[config.mk]
export PLATFORM = sky130hd
export DESIGN_NAME = btb_resolve_queue_flat
export DESIGN_NICKNAME = d
export VERILOG_FILES = /design/src/rtl/btb_resolve_queue_if.sv /design/src/rtl/btb_resolve_queue.sv /design/src/flat_wrapper.sv
export SDC_FILE = /design/constraint.sdc
export NUM_CORES = 1
export LEC_CHECK = 0
export CORE_MARGIN = 1.5
export CORE_UTILIZATION = 45
export DETAILED_ROUTE_END_ITERATION = 6
export PLACE_DENSITY_LB_ADDON = 0.2
export SYNTH_ARGS = -nofsm -noshare
export SYNTH_HDL_FRONTEND = slang
export SYNTH_SLANG_ARGS = --single-unit
[constraint.sdc]
create_clock -name clk -period 4.2 [get_ports clk]
set_input_delay 0.63 -clock clk [delete_from_list [all_inputs] [get_ports clk]]
set_output_delay 0.63 -clock clk [all_outputs]
set_load 0.02 [all_outputs]
[src/rtl/btb_resolve_queue_if.sv]
// Fetch/execute/BTB-training bundle around the BTB resolve queue.
// Latency: n/a (wires only); the queue registers its outputs one cycle after resolve.
// Backpressure: full/empty/count are advisory; a push while full without a pop is dropped.
// Ports: master = fetch/execute side (drives push + resolve, observes training),
//        slave  = queue side (consumes push + resolve, drives training/flush/status).
interface btb_resolve_queue_if #(
  parameter int PTR_W = 2
);
  // fetch side
  logic             fetch_push;
  logic [31:0]      fetch_pc;
  logic             pred_valid;
  logic             pred_taken;
  logic [31:0]      pred_target;
  // execute side
  logic             resolve_valid;
  logic             resolve_is_branch;
  logic             resolve_taken;
  logic [31:0]      resolve_target;
  // status
  logic             full;
  logic             empty;
  logic [PTR_W:0]   count;
  // BTB training / redirect
  logic             update;
  logic [31:0]      update_pc;
  logic [31:0]      update_target;
  logic             mispredicted;
  logic             flush;
  logic [31:0]      redirect_pc;
  logic [15:0]      mispredict_cnt;

  modport master (
    output fetch_push, fetch_pc, pred_valid, pred_taken, pred_target,
    output resolve_valid, resolve_is_branch, resolve_taken, resolve_target,
    input  full, empty, count,
    input  update, update_pc, update_target, mispredicted, flush, redirect_pc,
    input  mispredict_cnt
  );

  modport slave (
    input  fetch_push, fetch_pc, pred_valid, pred_taken, pred_target,
    input  resolve_valid, resolve_is_branch, resolve_taken, resolve_target,
    output full, empty, count,
    output update, update_pc, update_target, mispredicted, flush, redirect_pc,
    output mispredict_cnt
  );
endinterface

[src/rtl/btb_resolve_queue.sv]
// In-order queue of fetch-time BTB predictions; resolves the oldest against execute and trains the BTB.
// Latency: 1 cycle from resolve to update/flush pulse; status outputs reflect current occupancy.
// Backpressure: push on full without a same-cycle pop is dropped; resolve on empty is ignored.
// Ports: clk, rst (async active-high); bus (slave modport of btb_resolve_queue_if) carries
//        push/prediction inputs, resolve inputs, status, BTB training and redirect outputs.
module btb_resolve_queue #(
  parameter int DEPTH = 4,
  parameter int PTR_W = 2
) (
  input  logic                 clk,
  input  logic                 rst,
  btb_resolve_queue_if.slave   bus
);

  // entry storage; contents are only meaningful between the pointers, so no reset
  logic [31:0] pc_q  [DEPTH];
  logic        pv_q  [DEPTH];
  logic        pt_q  [DEPTH];
  logic [31:0] tgt_q [DEPTH];

  logic [PTR_W-1:0] wr_ptr_q, wr_ptr_d;
  logic [PTR_W-1:0] rd_ptr_q, rd_ptr_d;
  logic [PTR_W:0]   count_q, count_d;

  logic        update_q, update_d;
  logic        mispred_q, mispred_d;
  logic        flush_q, flush_d;
  logic [31:0] upd_pc_q, upd_pc_d;
  logic [31:0] upd_tgt_q, upd_tgt_d;
  logic [31:0] redir_q, redir_d;
  logic [15:0] mis_cnt_q, mis_cnt_d;

  logic        full_w, empty_w;
  logic        pop, push, wr_en;
  logic [31:0] e_pc, e_tgt;
  logic        e_pv, e_pt;
  logic        pt, at, mis;

  always_comb begin
    full_w  = (count_q == (PTR_W+1)'(DEPTH));
    empty_w = (count_q == '0);
    pop     = bus.resolve_valid & ~empty_w;
    // a pop frees a slot in the same cycle, so a full queue can still accept
    push    = bus.fetch_push & (~full_w | pop);

    e_pc  = pc_q[rd_ptr_q];
    e_pv  = pv_q[rd_ptr_q];
    e_pt  = pt_q[rd_ptr_q];
    e_tgt = tgt_q[rd_ptr_q];

    pt  = e_pv & e_pt;
    at  = bus.resolve_is_branch & bus.resolve_taken;
    mis = pop & ((pt != at) | (pt & at & (e_tgt != bus.resolve_target)));

    // a mispredict squashes this cycle's fetch too: it is on the wrong path
    wr_en = push & ~mis;

    wr_ptr_d  = wr_ptr_q;
    rd_ptr_d  = rd_ptr_q;
    count_d   = count_q;
    update_d  = 1'b0;
    mispred_d = 1'b0;
    flush_d   = 1'b0;
    upd_pc_d  = upd_pc_q;
    upd_tgt_d = upd_tgt_q;
    redir_d   = redir_q;
    mis_cnt_d = mis_cnt_q;

    if (pop) begin
      update_d  = bus.resolve_is_branch | e_pv;
      mispred_d = mis;
      flush_d   = mis;
      // data outputs only move when a training pulse goes out
      if (update_d) begin
        upd_pc_d  = e_pc;
        upd_tgt_d = bus.resolve_target;
        redir_d   = at ? bus.resolve_target : (e_pc + 32'd4);
      end
      if (mis && (mis_cnt_q != 16'hFFFF)) begin
        mis_cnt_d = mis_cnt_q + 16'd1;
      end
    end

    if (mis) begin
      wr_ptr_d = '0;
      rd_ptr_d = '0;
      count_d  = '0;
    end else begin
      if (push) wr_ptr_d = wr_ptr_q + PTR_W'(1);
      if (pop)  rd_ptr_d = rd_ptr_q + PTR_W'(1);
      case ({push, pop})
        2'b10:   count_d = count_q + (PTR_W+1)'(1);
        2'b01:   count_d = count_q - (PTR_W+1)'(1);
        default: count_d = count_q;
      endcase
    end
  end

  always_ff @(posedge clk) begin
    if (wr_en) begin
      pc_q[wr_ptr_q]  <= bus.fetch_pc;
      pv_q[wr_ptr_q]  <= bus.pred_valid;
      pt_q[wr_ptr_q]  <= bus.pred_taken;
      tgt_q[wr_ptr_q] <= bus.pred_target;
    end
  end

  always_ff @(posedge clk or posedge rst) begin
    if (rst) begin
      wr_ptr_q  <= '0;
      rd_ptr_q  <= '0;
      count_q   <= '0;
      update_q  <= 1'b0;
      mispred_q <= 1'b0;
      flush_q   <= 1'b0;
      upd_pc_q  <= '0;
      upd_tgt_q <= '0;
      redir_q   <= '0;
      mis_cnt_q <= '0;
    end else begin
      wr_ptr_q  <= wr_ptr_d;
      rd_ptr_q  <= rd_ptr_d;
      count_q   <= count_d;
      update_q  <= update_d;
      mispred_q <= mispred_d;
      flush_q   <= flush_d;
      upd_pc_q  <= upd_pc_d;
      upd_tgt_q <= upd_tgt_d;
      redir_q   <= redir_d;
      mis_cnt_q <= mis_cnt_d;
    end
  end

  assign bus.full           = full_w;
  assign bus.empty          = empty_w;
  assign bus.count          = count_q;
  assign bus.update         = update_q;
  assign bus.update_pc      = upd_pc_q;
  assign bus.update_target  = upd_tgt_q;
  assign bus.mispredicted   = mispred_q;
  assign bus.flush          = flush_q;
  assign bus.redirect_pc    = redir_q;
  assign bus.mispredict_cnt = mis_cnt_q;

endmodule
[src/flat_wrapper.sv]
// flat-port wrapper written by rule: the top's interface ports become plain ports
module btb_resolve_queue_flat 
#(
  parameter int DEPTH = 4,
  parameter int PTR_W = 2
)
  (clk, rst, bus_fetch_push, bus_fetch_pc, bus_pred_valid, bus_pred_taken, bus_pred_target, bus_resolve_valid, bus_resolve_is_branch, bus_resolve_taken, bus_resolve_target, bus_full, bus_empty, bus_count, bus_update, bus_update_pc, bus_update_target, bus_mispredicted, bus_flush, bus_redirect_pc, bus_mispredict_cnt);
  btb_resolve_queue_if #(.PTR_W(PTR_W)) bus_i ();
  input  logic clk;
  input  logic rst;
  input wire logic [$bits(bus_i.fetch_push)-1:0] bus_fetch_push;
  input wire logic [$bits(bus_i.fetch_pc)-1:0] bus_fetch_pc;
  input wire logic [$bits(bus_i.pred_valid)-1:0] bus_pred_valid;
  input wire logic [$bits(bus_i.pred_taken)-1:0] bus_pred_taken;
  input wire logic [$bits(bus_i.pred_target)-1:0] bus_pred_target;
  input wire logic [$bits(bus_i.resolve_valid)-1:0] bus_resolve_valid;
  input wire logic [$bits(bus_i.resolve_is_branch)-1:0] bus_resolve_is_branch;
  input wire logic [$bits(bus_i.resolve_taken)-1:0] bus_resolve_taken;
  input wire logic [$bits(bus_i.resolve_target)-1:0] bus_resolve_target;
  output wire logic [$bits(bus_i.full)-1:0] bus_full;
  output wire logic [$bits(bus_i.empty)-1:0] bus_empty;
  output wire logic [$bits(bus_i.count)-1:0] bus_count;
  output wire logic [$bits(bus_i.update)-1:0] bus_update;
  output wire logic [$bits(bus_i.update_pc)-1:0] bus_update_pc;
  output wire logic [$bits(bus_i.update_target)-1:0] bus_update_target;
  output wire logic [$bits(bus_i.mispredicted)-1:0] bus_mispredicted;
  output wire logic [$bits(bus_i.flush)-1:0] bus_flush;
  output wire logic [$bits(bus_i.redirect_pc)-1:0] bus_redirect_pc;
  output wire logic [$bits(bus_i.mispredict_cnt)-1:0] bus_mispredict_cnt;
  assign bus_i.fetch_push = bus_fetch_push;
  assign bus_i.fetch_pc = bus_fetch_pc;
  assign bus_i.pred_valid = bus_pred_valid;
  assign bus_i.pred_taken = bus_pred_taken;
  assign bus_i.pred_target = bus_pred_target;
  assign bus_i.resolve_valid = bus_resolve_valid;
  assign bus_i.resolve_is_branch = bus_resolve_is_branch;
  assign bus_i.resolve_taken = bus_resolve_taken;
  assign bus_i.resolve_target = bus_resolve_target;
  assign bus_full = bus_i.full;
  assign bus_empty = bus_i.empty;
  assign bus_count = bus_i.count;
  assign bus_update = bus_i.update;
  assign bus_update_pc = bus_i.update_pc;
  assign bus_update_target = bus_i.update_target;
  assign bus_mispredicted = bus_i.mispredicted;
  assign bus_flush = bus_i.flush;
  assign bus_redirect_pc = bus_i.redirect_pc;
  assign bus_mispredict_cnt = bus_i.mispredict_cnt;
  btb_resolve_queue #(.DEPTH(DEPTH), .PTR_W(PTR_W)) u_core (.clk(clk), .rst(rst), .bus(bus_i));
endmodule
==> results.txt, run 1 <==
----------------------------------------------------
[Outcome]
  Status ... finished, final reports clean

[Pwr]
  Max rail drop VDD ... around 380 uV
  Total Power Consumption ... approximately 15 mW
  Power density of the placed cells ... about 730 mW/mm^2
  Cell leakage power ... 7.34 nW

[Timing]
  Pin slew with the least headroom to its limit ... approximately 0.87 ns
  Final setup violation count ... 0
  Worst hold slack ... approximately 0.47 ns
  Max Fclk ... between 200 and 300 MHz
  Tightest slew margin relative to the limit ... 41.8%
  Max-slew violation count ... 0
  Final critical-path share of the clock period ... about nine tenths
  Worst Setup Slack, final ... approximately 0.43 ns
  Minimum clock period ... roughly 3.8 ns
  Hold violation count in the final report ... 0
  RSZ-0062 raised after global routing ... no
  Post-route clock skew ... about 0.013 ns
  Summed negative setup slack over all endpoints ... 0 ns

[Synthesis]
  Unique cell type count in the Yosys netlist ... 47
  Register area share after synthesis ... 70.5%
  Top_reg_cell synth ... sky130_fd_sc_hd__edfxtp_1
  Post-synth net total ... 1145
  Syn_area_per_cell ... about 15 sq um
  Cell area after technology mapping ... about 0.016 sq mm
  Async SR Flop Fraction ... between 30% and 40%
  Post-synth EDFFs ... between 200 and 300
  Count of warnings emitted by yosys ... 0
  Total of flip-flops plus latches after synthesis ... 385
  Number of standard cells after synthesis ... around 1.0k

[Drt]
  Via count of the routed design ... 9377
  Routed wire length per instance ... around 22 microns
  Total Routed Length ... around 39000 microns
  DRC violation total after the first TritonRoute iteration ... a little under 700
  TritonRoute pass-1 iters ... 6
  Ratio of routed vias to standard cells ... between 5 and 6
  Post-DRT Antenna Nets ... 0
  DR DRC count ... 0

[GRT]
  Met3 track utilization from global routing ... a little over 3%
  Number of antenna violations at the first check in global routing ... 0
  Busiest layer in global routing ... met2
  Via count of the first global-routing pass ... 9452
  GRT met1 Usage ... between 30% and 40%
  GRT Total Usage ... between 20% and 30%
  Maximum number of pins on one net before global-route repair ... approximately 110
  Wire length of the first global-routing pass ... between 50000 and 60000 microns
  Grt met2 use ... between 30 and 40%
  Overflow left after global routing ... 0

[Placement]
  Count of buffers from port buffering ... roughly 220
  Worst setup slack before clock tree synthesis ... about 0.35 ns
  Placer Congestion ... around 0.8
  Detailed-placement wirelength estimate ... between 20000 and 30000 microns

[Clock network]
  Depth of the CTS H-tree ... 2
  CTS tree ... built
  Post-CTS Repair Setup Buffers ... 0
  Library cell used as clock root buffer ... sky130_fd_sc_hd__clkbuf_16
  Clock edge transition at the registers on the reported setup and hold paths ... 0.06 ns
  Number of instances resized during post-cts repair ... 0
  Total clock buffers created by CTS ... 40
  Clk sink count ... ~390
  Bufs on Longest Clock Path ... 3
  Clock latency on the worst-skew pair ... 0.52 ns
  Hold buffers post-CTS ... 0

[Cells and area]
  Number of nets at the end of the flow ... approximately 1.4k
  Layout cells sized above 1 ... approximately an eighth
  Number of fill cells in the layout ... approximately 2.6k
  Area growth from synthesis to layout ... 27.6%
  Sequential cell area ... approximately 0.011 sq mm
  Core occupancy in the finished layout ... roughly 59%
  Area of the multi-input gates ... approximately 0.0043 sq mm
  Antenna diode instance count ... 0

[Floorplan]
  Initial core utilization ... ~46%
  X dimension of the die ... around 190 microns
  Floorplan Core Area ... around 0.034 sq mm
  Top-level port count ... roughly 220
  Total number of placement rows ... 67
  Die Span Y ... between 150 and 200 microns
  DIE AREA ... approximately 0.036 sq mm

[Min path]
  Kind of path behind the tightest hold check ... reg2reg

[Critical path]
  Crit path required time ... 4.37 ns
  Capturing element type of the critical path ... flip-flop
  Worst Setup Path Type ... reg2reg
  Startpoint class of the critical path ... flip-flop
  Critical path data arrival time ... slightly below 4 ns
  Highest fanout seen on the critical path ... 28

[Run]
  Max-capacitance violation count ... 0

----------------------------------------------------
where the power goes:
part           switching, mW  leakage, nW  internal (mW)  total, mW
Sequential             0.519         3.91           5.11       5.63
Combinational           2.86         2.75           2.27       5.14
Clock                   1.46        0.684           2.29       3.75
Total                   4.85         7.34           9.67       14.5
worst max-delay path: stages (launching register included):
cell and delay, ns:
sky130_fd_sc_hd__dfrtp_4 0.70, sky130_fd_sc_hd__buf_12 0.25, sky130_fd_sc_hd__mux4_2 0.53, sky130_fd_sc_hd__xnor2_1 0.16, sky130_fd_sc_hd__nand4_1 0.21, sky130_fd_sc_hd__nor4_1 0.29, sky130_fd_sc_hd__a21boi_1 0.28, sky130_fd_sc_hd__nor2_1 0.20
sky130_fd_sc_hd__o21ba_2 0.19, sky130_fd_sc_hd__and2_2 0.18, sky130_fd_sc_hd__buf_4 0.39
stage by stage:
step | std cells | area, sq um
after floorplan | 1033 | 15500
after global placement | 1684 | 18400
after detailed placement | 1684 | 18400
after CTS | 1756 | 19800
after global routing | 1756 | 19800
final | 1756 | 19800
sequential cells by signal, indices dropped and copies added, names as in the netlist:
register                   cells
u_core.pc_q                  128
u_core.tgt_q                 128
u_core.bus.redirect_pc        32
u_core.bus.update_pc          32
u_core.bus.update_target      32
u_core.bus.mispredict_cnt     16
u_core.pt_q                    4
u_core.pv_q                    4
u_core.bus.count               3
u_core.rd_ptr_q                2
u_core.wr_ptr_q                2
u_core.bus.mispredicted        1
u_core.bus.update              1
layout make-up:
type / instances / area share [%]
Clock buffer: 51 / 5.73
Clock inverter: 21 / 1.34
Sequential cell: 385 / 55.3
Inverter: 13 / 0.271
Tap cell: 448 / 2.83
Multi-Input combinational cell: 590 / 21.7
Timing Repair Buffer: 248 / 12.8
placed cells by master, fill, tap and decap left out, types with 6 or more instances in the layout:
master                            instances
sky130_fd_sc_hd__a21oi_1                 15
sky130_fd_sc_hd__buf_12                   9
sky130_fd_sc_hd__buf_4                   16
sky130_fd_sc_hd__bufinv_16                6
sky130_fd_sc_hd__clkbuf_16               43
sky130_fd_sc_hd__clkdlybuf4s50_1        223
sky130_fd_sc_hd__clkinv_2                 7
sky130_fd_sc_hd__dfrtp_1                119
sky130_fd_sc_hd__edfxtp_1               264
sky130_fd_sc_hd__ha_1                     7
sky130_fd_sc_hd__inv_1                   11
sky130_fd_sc_hd__mux2i_1                  6
sky130_fd_sc_hd__mux4_2                  66
sky130_fd_sc_hd__nand2_1                244
sky130_fd_sc_hd__nand3_1                 17
sky130_fd_sc_hd__nand4_1                 18
sky130_fd_sc_hd__nor2_1                  39
sky130_fd_sc_hd__nor3_1                  12
sky130_fd_sc_hd__o21ai_0                 33
sky130_fd_sc_hd__xnor2_1                 49
sky130_fd_sc_hd__xor2_1                  25
Yosys cell counts (3+ instances only):
| master | n | area, sq um |
|---|---|---|
| sky130_fd_sc_hd__buf_2 | 9 | 45.0 |
| sky130_fd_sc_hd__xor2_1 | 25 | 219 |
| sky130_fd_sc_hd__mux4_2 | 66 | 1490 |
| sky130_fd_sc_hd__o211ai_1 | 5 | 37.5 |
| sky130_fd_sc_hd__o21ai_0 | 34 | 170 |
| sky130_fd_sc_hd__nand2_1 | 244 | 916 |
| sky130_fd_sc_hd__nor3_1 | 12 | 60.1 |
| sky130_fd_sc_hd__inv_1 | 13 | 48.8 |
| sky130_fd_sc_hd__or3_1 | 3 | 18.8 |
| sky130_fd_sc_hd__nand4_1 | 18 | 113 |
| sky130_fd_sc_hd__nand3_1 | 17 | 85.1 |
| sky130_fd_sc_hd__a31oi_1 | 3 | 18.8 |
| sky130_fd_sc_hd__mux2i_1 | 6 | 60.1 |
| sky130_fd_sc_hd__ha_1 | 7 | 87.6 |
| sky130_fd_sc_hd__buf_4 | 3 | 22.5 |
| sky130_fd_sc_hd__and2_1 | 7 | 43.8 |
| sky130_fd_sc_hd__and4_1 | 3 | 26.3 |
| sky130_fd_sc_hd__a21oi_1 | 15 | 75.1 |
| sky130_fd_sc_hd__edfxtp_1 | 264 | 7930 |
| sky130_fd_sc_hd__buf_1 | 4 | 15.0 |
| sky130_fd_sc_hd__nor2_1 | 39 | 146 |
| sky130_fd_sc_hd__dfrtp_1 | 121 | 3030 |
| sky130_fd_sc_hd__and3_1 | 4 | 25.0 |
| sky130_fd_sc_hd__nor2b_1 | 3 | 18.8 |
| sky130_fd_sc_hd__o21ai_1 | 4 | 20.0 |
| sky130_fd_sc_hd__xnor2_1 | 49 | 429 |
| sky130_fd_sc_hd__buf_6 | 6 | 67.6 |
| sky130_fd_sc_hd__nor4_1 | 5 | 31.3 |
| sky130_fd_sc_hd__clkbuf_1 | 23 | 86.3 |
worst paths after layout:
check,start,end,slack (ns),cells after the start
worst max-delay path,u_core.rd_ptr_q[0]$_DFFE_PP0P_,u_core.tgt_q[3][29]$_DFFE_PP_,0.43,10
worst min-delay path,u_core.bus.update_target[26]$_DFFE_PP0P_,u_core.bus.update_target[26]$_DFFE_PP0P_,0.47,2
worst max register to register,u_core.rd_ptr_q[0]$_DFFE_PP0P_,u_core.tgt_q[3][29]$_DFFE_PP_,0.43,10
worst min register to register,u_core.bus.update_target[26]$_DFFE_PP0P_,u_core.bus.update_target[26]$_DFFE_PP0P_,0.47,2
max in group asynchronous,rst,u_core.bus.update_pc[28]$_DFFE_PP0P_,2.69,3
min in group asynchronous,rst,u_core.bus.update_target[26]$_DFFE_PP0P_,0.67,2
metal layers:
| metal | part of all wire, % | routed length, microns |
|---|---|---|
| met1 | 44 | 17200 |
| met2 | 49 | 19000 |
| met3 | 5.4 | 2110 |
| met4 | 1.5 | 575 |
| met5 | 0 | 0 |
logic make-up after synthesis:
kind of cell	synth area share, %
simple gates	10.0
compound gates	2.58
xor+xnor	4.17
fa+ha+maj	0.693
buf+inv	1.84
flops	70.5
mux	10.2
Power figures use the tool's default switching activity.
==> run 2: changes to the inputs <==
--- a/config.mk
+++ b/config.mk
@@ -5,8 +5,10 @@
 export SDC_FILE = /design/constraint.sdc
 export NUM_CORES = 1
 export LEC_CHECK = 0
+export ABC_AREA = 1
 export CORE_MARGIN = 1.5
 export CORE_UTILIZATION = 45
+export CTS_BUF_LIST = sky130_fd_sc_hd__clkbuf_8 sky130_fd_sc_hd__clkbuf_16
 export DETAILED_ROUTE_END_ITERATION = 6
 export PLACE_DENSITY_LB_ADDON = 0.2
 export SYNTH_ARGS = -nofsm -noshare
==> constraint.sdc (replaced) <==
create_clock -name clk -period 4.2 [get_ports clk]
set_input_delay 1.26 -clock clk [delete_from_list [all_inputs] [get_ports clk]]
set_output_delay 1.26 -clock clk [all_outputs]
set_load 0.02 [all_outputs]
==> run 2 against run 1 <==
  * Worst setup slack gained 0.23 ns
  * Critical path depth increased by 4
  * Clock skew rose by 0.018 ns
  * Fmax rose by 6.4%
  * Via count grew 37%
  * Cell count rose by 38%
  * Area after synthesis is 9.7% higher
  * Largest cell class unchanged
==> results.txt, run 2 <==
----------------------------------------------------
[Outcome]
  Status ... finished, final reports clean

[Clock network]
  Hold buffers post-CTS ... 0 (unchanged)
  Clock latency on the worst-skew pair ... 0.54 ns (+0.02 ns)
  Depth of the CTS H-tree ... 2 (unchanged)
  Number of instances resized during post-cts repair ... 0 (unchanged)
  Post-CTS Repair Setup Buffers ... 0 (unchanged)
  Clk sink count ... 385 (unchanged)
  Library cell used as clock root buffer ... sky130_fd_sc_hd__clkbuf_16
  CTS tree ... built
  Total clock buffers created by CTS ... 41 (+2.5%)
  Clock edge transition at the registers on the reported setup and hold paths ... 0.06 ns (about the same)
  Bufs on Longest Clock Path ... 3 (unchanged)

[Timing]
  Worst hold slack ... 0.481 ns (+0.00811 ns)
  RSZ-0062 raised after global routing ... no
  Final setup violation count ... 0 (unchanged)
  Max Fclk ... 283 MHz (+6.4%)
  Minimum clock period ... 3.54 ns (-0.228 ns)
  Hold violation count in the final report ... 0 (unchanged)
  Post-route clock skew ... 0.0314 ns (+0.0180 ns)
  Final critical-path share of the clock period ... 84.3% (-5.4 points)
  Max-slew violation count ... 0 (unchanged)
  Pin slew with the least headroom to its limit ... 0.742 ns (-0.131 ns)
  Worst Setup Slack, final ... 0.661 ns (+0.228 ns)
  Tightest slew margin relative to the limit ... 50.4% (+8.6 points)

[GRT]
  Maximum number of pins on one net before global-route repair ... 116 (+3.6%)
  Wire length of the first global-routing pass ... 74200 microns (+27%)
  Via count of the first global-routing pass ... 12.5k (+32%)
  GRT Total Usage ... 25.2% (+3.2 points)
  Overflow left after global routing ... 0 (unchanged)
  Number of antenna violations at the first check in global routing ... 1 (+1)

[Synthesis]
  Top post-synthesis cells by count ... sky130_fd_sc_hd__nand2_1 (569), sky130_fd_sc_hd__edfxtp_1 (264), sky130_fd_sc_hd__nand3_1 (197)
  Post-synth top area share ... 46.5% (-4.5 points)
  Post-synth EDFFs ... 264 (unchanged)
  Area leader, netlist ... sky130_fd_sc_hd__edfxtp_1
  Cell area after technology mapping ... 0.0170 sq mm (+9.7%)
  Total of flip-flops plus latches after synthesis ... 385 (unchanged)
  Unique cell type count in the Yosys netlist ... 42 (-11%)
  Number of standard cells after synthesis ... 1670 (+62%)
  Top area cells in the synthesized netlist ... sky130_fd_sc_hd__edfxtp_1 (47%), sky130_fd_sc_hd__dfrtp_1 (18%), sky130_fd_sc_hd__nand2_1 (13%)
  Register area share after synthesis ... 64.3% (-6.2 points)
  Top_reg_cell synth ... sky130_fd_sc_hd__edfxtp_1
  Async SR Flop Fraction ... 31.4% (unchanged)
  Syn_area_per_cell ... 10.2 sq um (-32%)
  Most numerous cell in the Yosys netlist ... sky130_fd_sc_hd__nand2_1
  Count of warnings emitted by yosys ... 0 (unchanged)
  Post-synth net total ... 1782 (+56%)

[Cells and area]
  Core occupancy in the finished layout ... 56.4% (-2.3 points)
  Largest registers ... u_core.pc_q (128), u_core.tgt_q (128)
  Number of fill cells in the layout ... 3257 (+25%)
  Layout cells sized above 1 ... 8.28% (-4.9 points)
  Number of nets at the end of the flow ... 1999 (+44%)
  Area growth from synthesis to layout ... 24.0%
  Antenna diode instance count ... 0 (unchanged)
  Commonest cells after routing, fill and taps aside ... sky130_fd_sc_hd__nand2_1 (569), sky130_fd_sc_hd__edfxtp_1 (264), sky130_fd_sc_hd__clkdlybuf4s50_1 (223)
  Final std cell area, no fill ... 0.0211 sq mm (+6.7%)
  Commonest non-fill, non-tap cell in the layout ... sky130_fd_sc_hd__nand2_1

[Pwr]
  Clk pwr share ... 21.8% (-4.1 points)
  Sequential cell fraction of total power ... 34.8% (-4.0 points)
  Power density of the placed cells ... 761 mW/mm^2 (+3.9%)
  Cell internal power dissipation ... 9.53 mW (-1.5%)
  Max rail drop VDD ... 388 uV (+2.3%)
  Gate power share ... 43.3% (+7.9 points)
  Cell leakage power ... 8.57 nW (+17%)
  Switching component of the power ... 6.57 mW (+35%)
  Switching Share ... 40.8% (+7.4 points)
  Total Power Consumption ... 16.1 mW (+11%)

[Critical path]
  Cell repeated most along the worst path ... sky130_fd_sc_hd__nand2_1
  Startpoint class of the critical path ... input pin
  Capturing element type of the critical path ... flip-flop
  Highest fanout seen on the critical path ... 35 (+25%)
  Buf/Inv on CP ... 3 (+1)
  Crit path required time ... 4.40 ns (+0.03 ns)
  Gate family responsible for the most delay along the worst path ... simple AND/OR/NAND/NOR gates
  Slowest Stage Delay on Critical Path ... 0.53 ns (-0.17 ns)
  Critical path data arrival time ... 3.74 ns (-0.20 ns)
  Critical-path cell with the highest stage delay ... sky130_fd_sc_hd__clkdlybuf4s50_1
  Cell-by-cell trace of the critical path ... clkdlybuf4s50_1 > inv_1 > nand3_1 > nand4_1 > nor2_1 > nand2_1 > nor2_1 > nand2_1 > nand2_1 > nand2_2 > nand2_2 > nand2_1 > nor2_4 > buf_12
  Worst Setup Path Type ... in2reg

[Placement]
  Worst setup slack before clock tree synthesis ... 0.208 ns (-0.144 ns)
  Count of buffers from port buffering ... 223 (unchanged)
  Detailed-placement wirelength estimate ... 32900 microns (+26%)
  Placer Congestion ... 0.902 (+10%)
  Placed standard-cell area ... 0.0198 sq mm (+7.6%)

[Drt]
  TritonRoute pass-1 iters ... 5 (-1)
  Total Routed Length ... 48500 microns (+25%)
  Routed wire length per instance ... 19.9 microns (-9.8%)
  DRC violation total after the first TritonRoute iteration ... 934 (+36%)
  Post-DRT Antenna Nets ... 0 (unchanged)
  DR DRC count ... 0 (unchanged)
  Via count of the routed design ... 12.8k (+37%)
  Ratio of routed vias to standard cells ... 5.27 (-1.3%)

[Floorplan]
  Top-level port count ... 224 (unchanged)
  Total number of placement rows ... 71 (+6.0%)
  Die Span Y ... 198 microns (+4.7%)
  Floorplan Core Area ... 0.0375 sq mm (+11%)
  DIE AREA ... 0.0390 sq mm (+9.6%)
  Initial core utilization ... 45.5% (-0.52 points)
  X dimension of the die ... 198 microns (+4.7%)

[Min path]
  Kind of path behind the tightest hold check ... reg2reg

[Run]
  Max-capacitance violation count ... 0 (unchanged)

----------------------------------------------------
[run 2: cell count changes in the layout (fill, tap and decap cells not counted), moves of 18 or more]
cell / change
sky130_fd_sc_hd__nor2_1: +30
sky130_fd_sc_hd__nand3_1: +180
sky130_fd_sc_hd__a21oi_1: +18
sky130_fd_sc_hd__o21ai_0: +48
sky130_fd_sc_hd__nand2_1: +325
sky130_fd_sc_hd__xnor2_1: -45
sky130_fd_sc_hd__inv_1: +88
sky130_fd_sc_hd__mux4_2: -66
[run 2: cell families after synthesis]
group           count (synthesis)  synth area share (%)
compound gates                144                  4.54
buf+inv                       170                  5.12
flops                         385                  64.3
simple gates                  941                  24.3
mux                             1                0.0587
fa+ha+maj                       8                 0.631
xor+xnor                       21                  1.08
[run 2: worst register-to-register path, stage by stage (launching register included)]
cell and delay, ns:
sky130_fd_sc_hd__dfrtp_4 0.52, sky130_fd_sc_hd__inv_8 0.40, sky130_fd_sc_hd__nand2_1 0.21, sky130_fd_sc_hd__nand3_1 0.15, sky130_fd_sc_hd__nand2_1 0.09, sky130_fd_sc_hd__nand2_1 0.07
sky130_fd_sc_hd__nand4_1 0.12, sky130_fd_sc_hd__nor2_1 0.24, sky130_fd_sc_hd__nand2_1 0.11, sky130_fd_sc_hd__nor2_1 0.11, sky130_fd_sc_hd__nand2_1 0.11, sky130_fd_sc_hd__nand2_1 0.09
sky130_fd_sc_hd__nand2_2 0.06, sky130_fd_sc_hd__nand2_2 0.13, sky130_fd_sc_hd__nand2_1 0.26, sky130_fd_sc_hd__nor2_4 0.24, sky130_fd_sc_hd__buf_12 0.26
[run 2: path summary, 6_finish.rpt]
check | to | start | cells after the start | slack (ns)
max | u_core.pc_q[0][10]$_DFFE_PP_ | bus_resolve_target[19] | 14 | 0.66
min | u_core.bus.update_pc[15]$_DFFE_PP0P_ | u_core.bus.update_pc[15]$_DFFE_PP0P_ | 2 | 0.48
max reg2reg | u_core.pc_q[0][10]$_DFFE_PP_ | u_core.rd_ptr_q[0]$_DFFE_PP0P_ | 16 | 0.67
min reg2reg | u_core.bus.update_pc[15]$_DFFE_PP0P_ | u_core.bus.update_pc[15]$_DFFE_PP0P_ | 2 | 0.48
max in group asynchronous | u_core.bus.update_target[19]$_DFFE_PP0P_ | rst | 3 | 2.30
min in group asynchronous | u_core.bus.redirect_pc[28]$_DFFE_PP0P_ | rst | 2 | 1.19
[run 2: final cells by class]
type	count	area (sq um)	area share, %
tap	511	639	3.02
sequential	385	11000	51.8
inverter	95	368	1.74
multi-input combinational	1115	5250	24.8
clock buffer	48	1160	5.47
timing repair buffer	249	2600	12.3
clock inverter	28	164	0.775
[run 2: per-stage QoR]
step                      setup TNS (ns)  cells
after floorplan                  -109.76   1670
after global placement                 0   2355
after detailed placement               0   2355
after CTS                              0   2431
after global routing                   0   2431
final                                  0   2431
[run 2: power groups by stage]
stage,Combinational (mW),Clock [mW],Sequential (mW)
after floorplan,3.76,0,6.16
after global placement,6.93,0,5.65
after detailed placement,6.98,0,5.67
after CTS,7.03,3.57,5.60
after global routing,7.68,3.73,5.70
final,6.98,3.51,5.60
[run 2: metal layers]
metal  part of all wire [%]  vias to the layer above  track usage, %
met5                  0.027                        -               0
met4                    2.3                        2            6.76
met2                     46                      456            39.4
met1                     45                     6214            36.5
li1                       -                     6078               -
met3                    7.1                       68            4.32
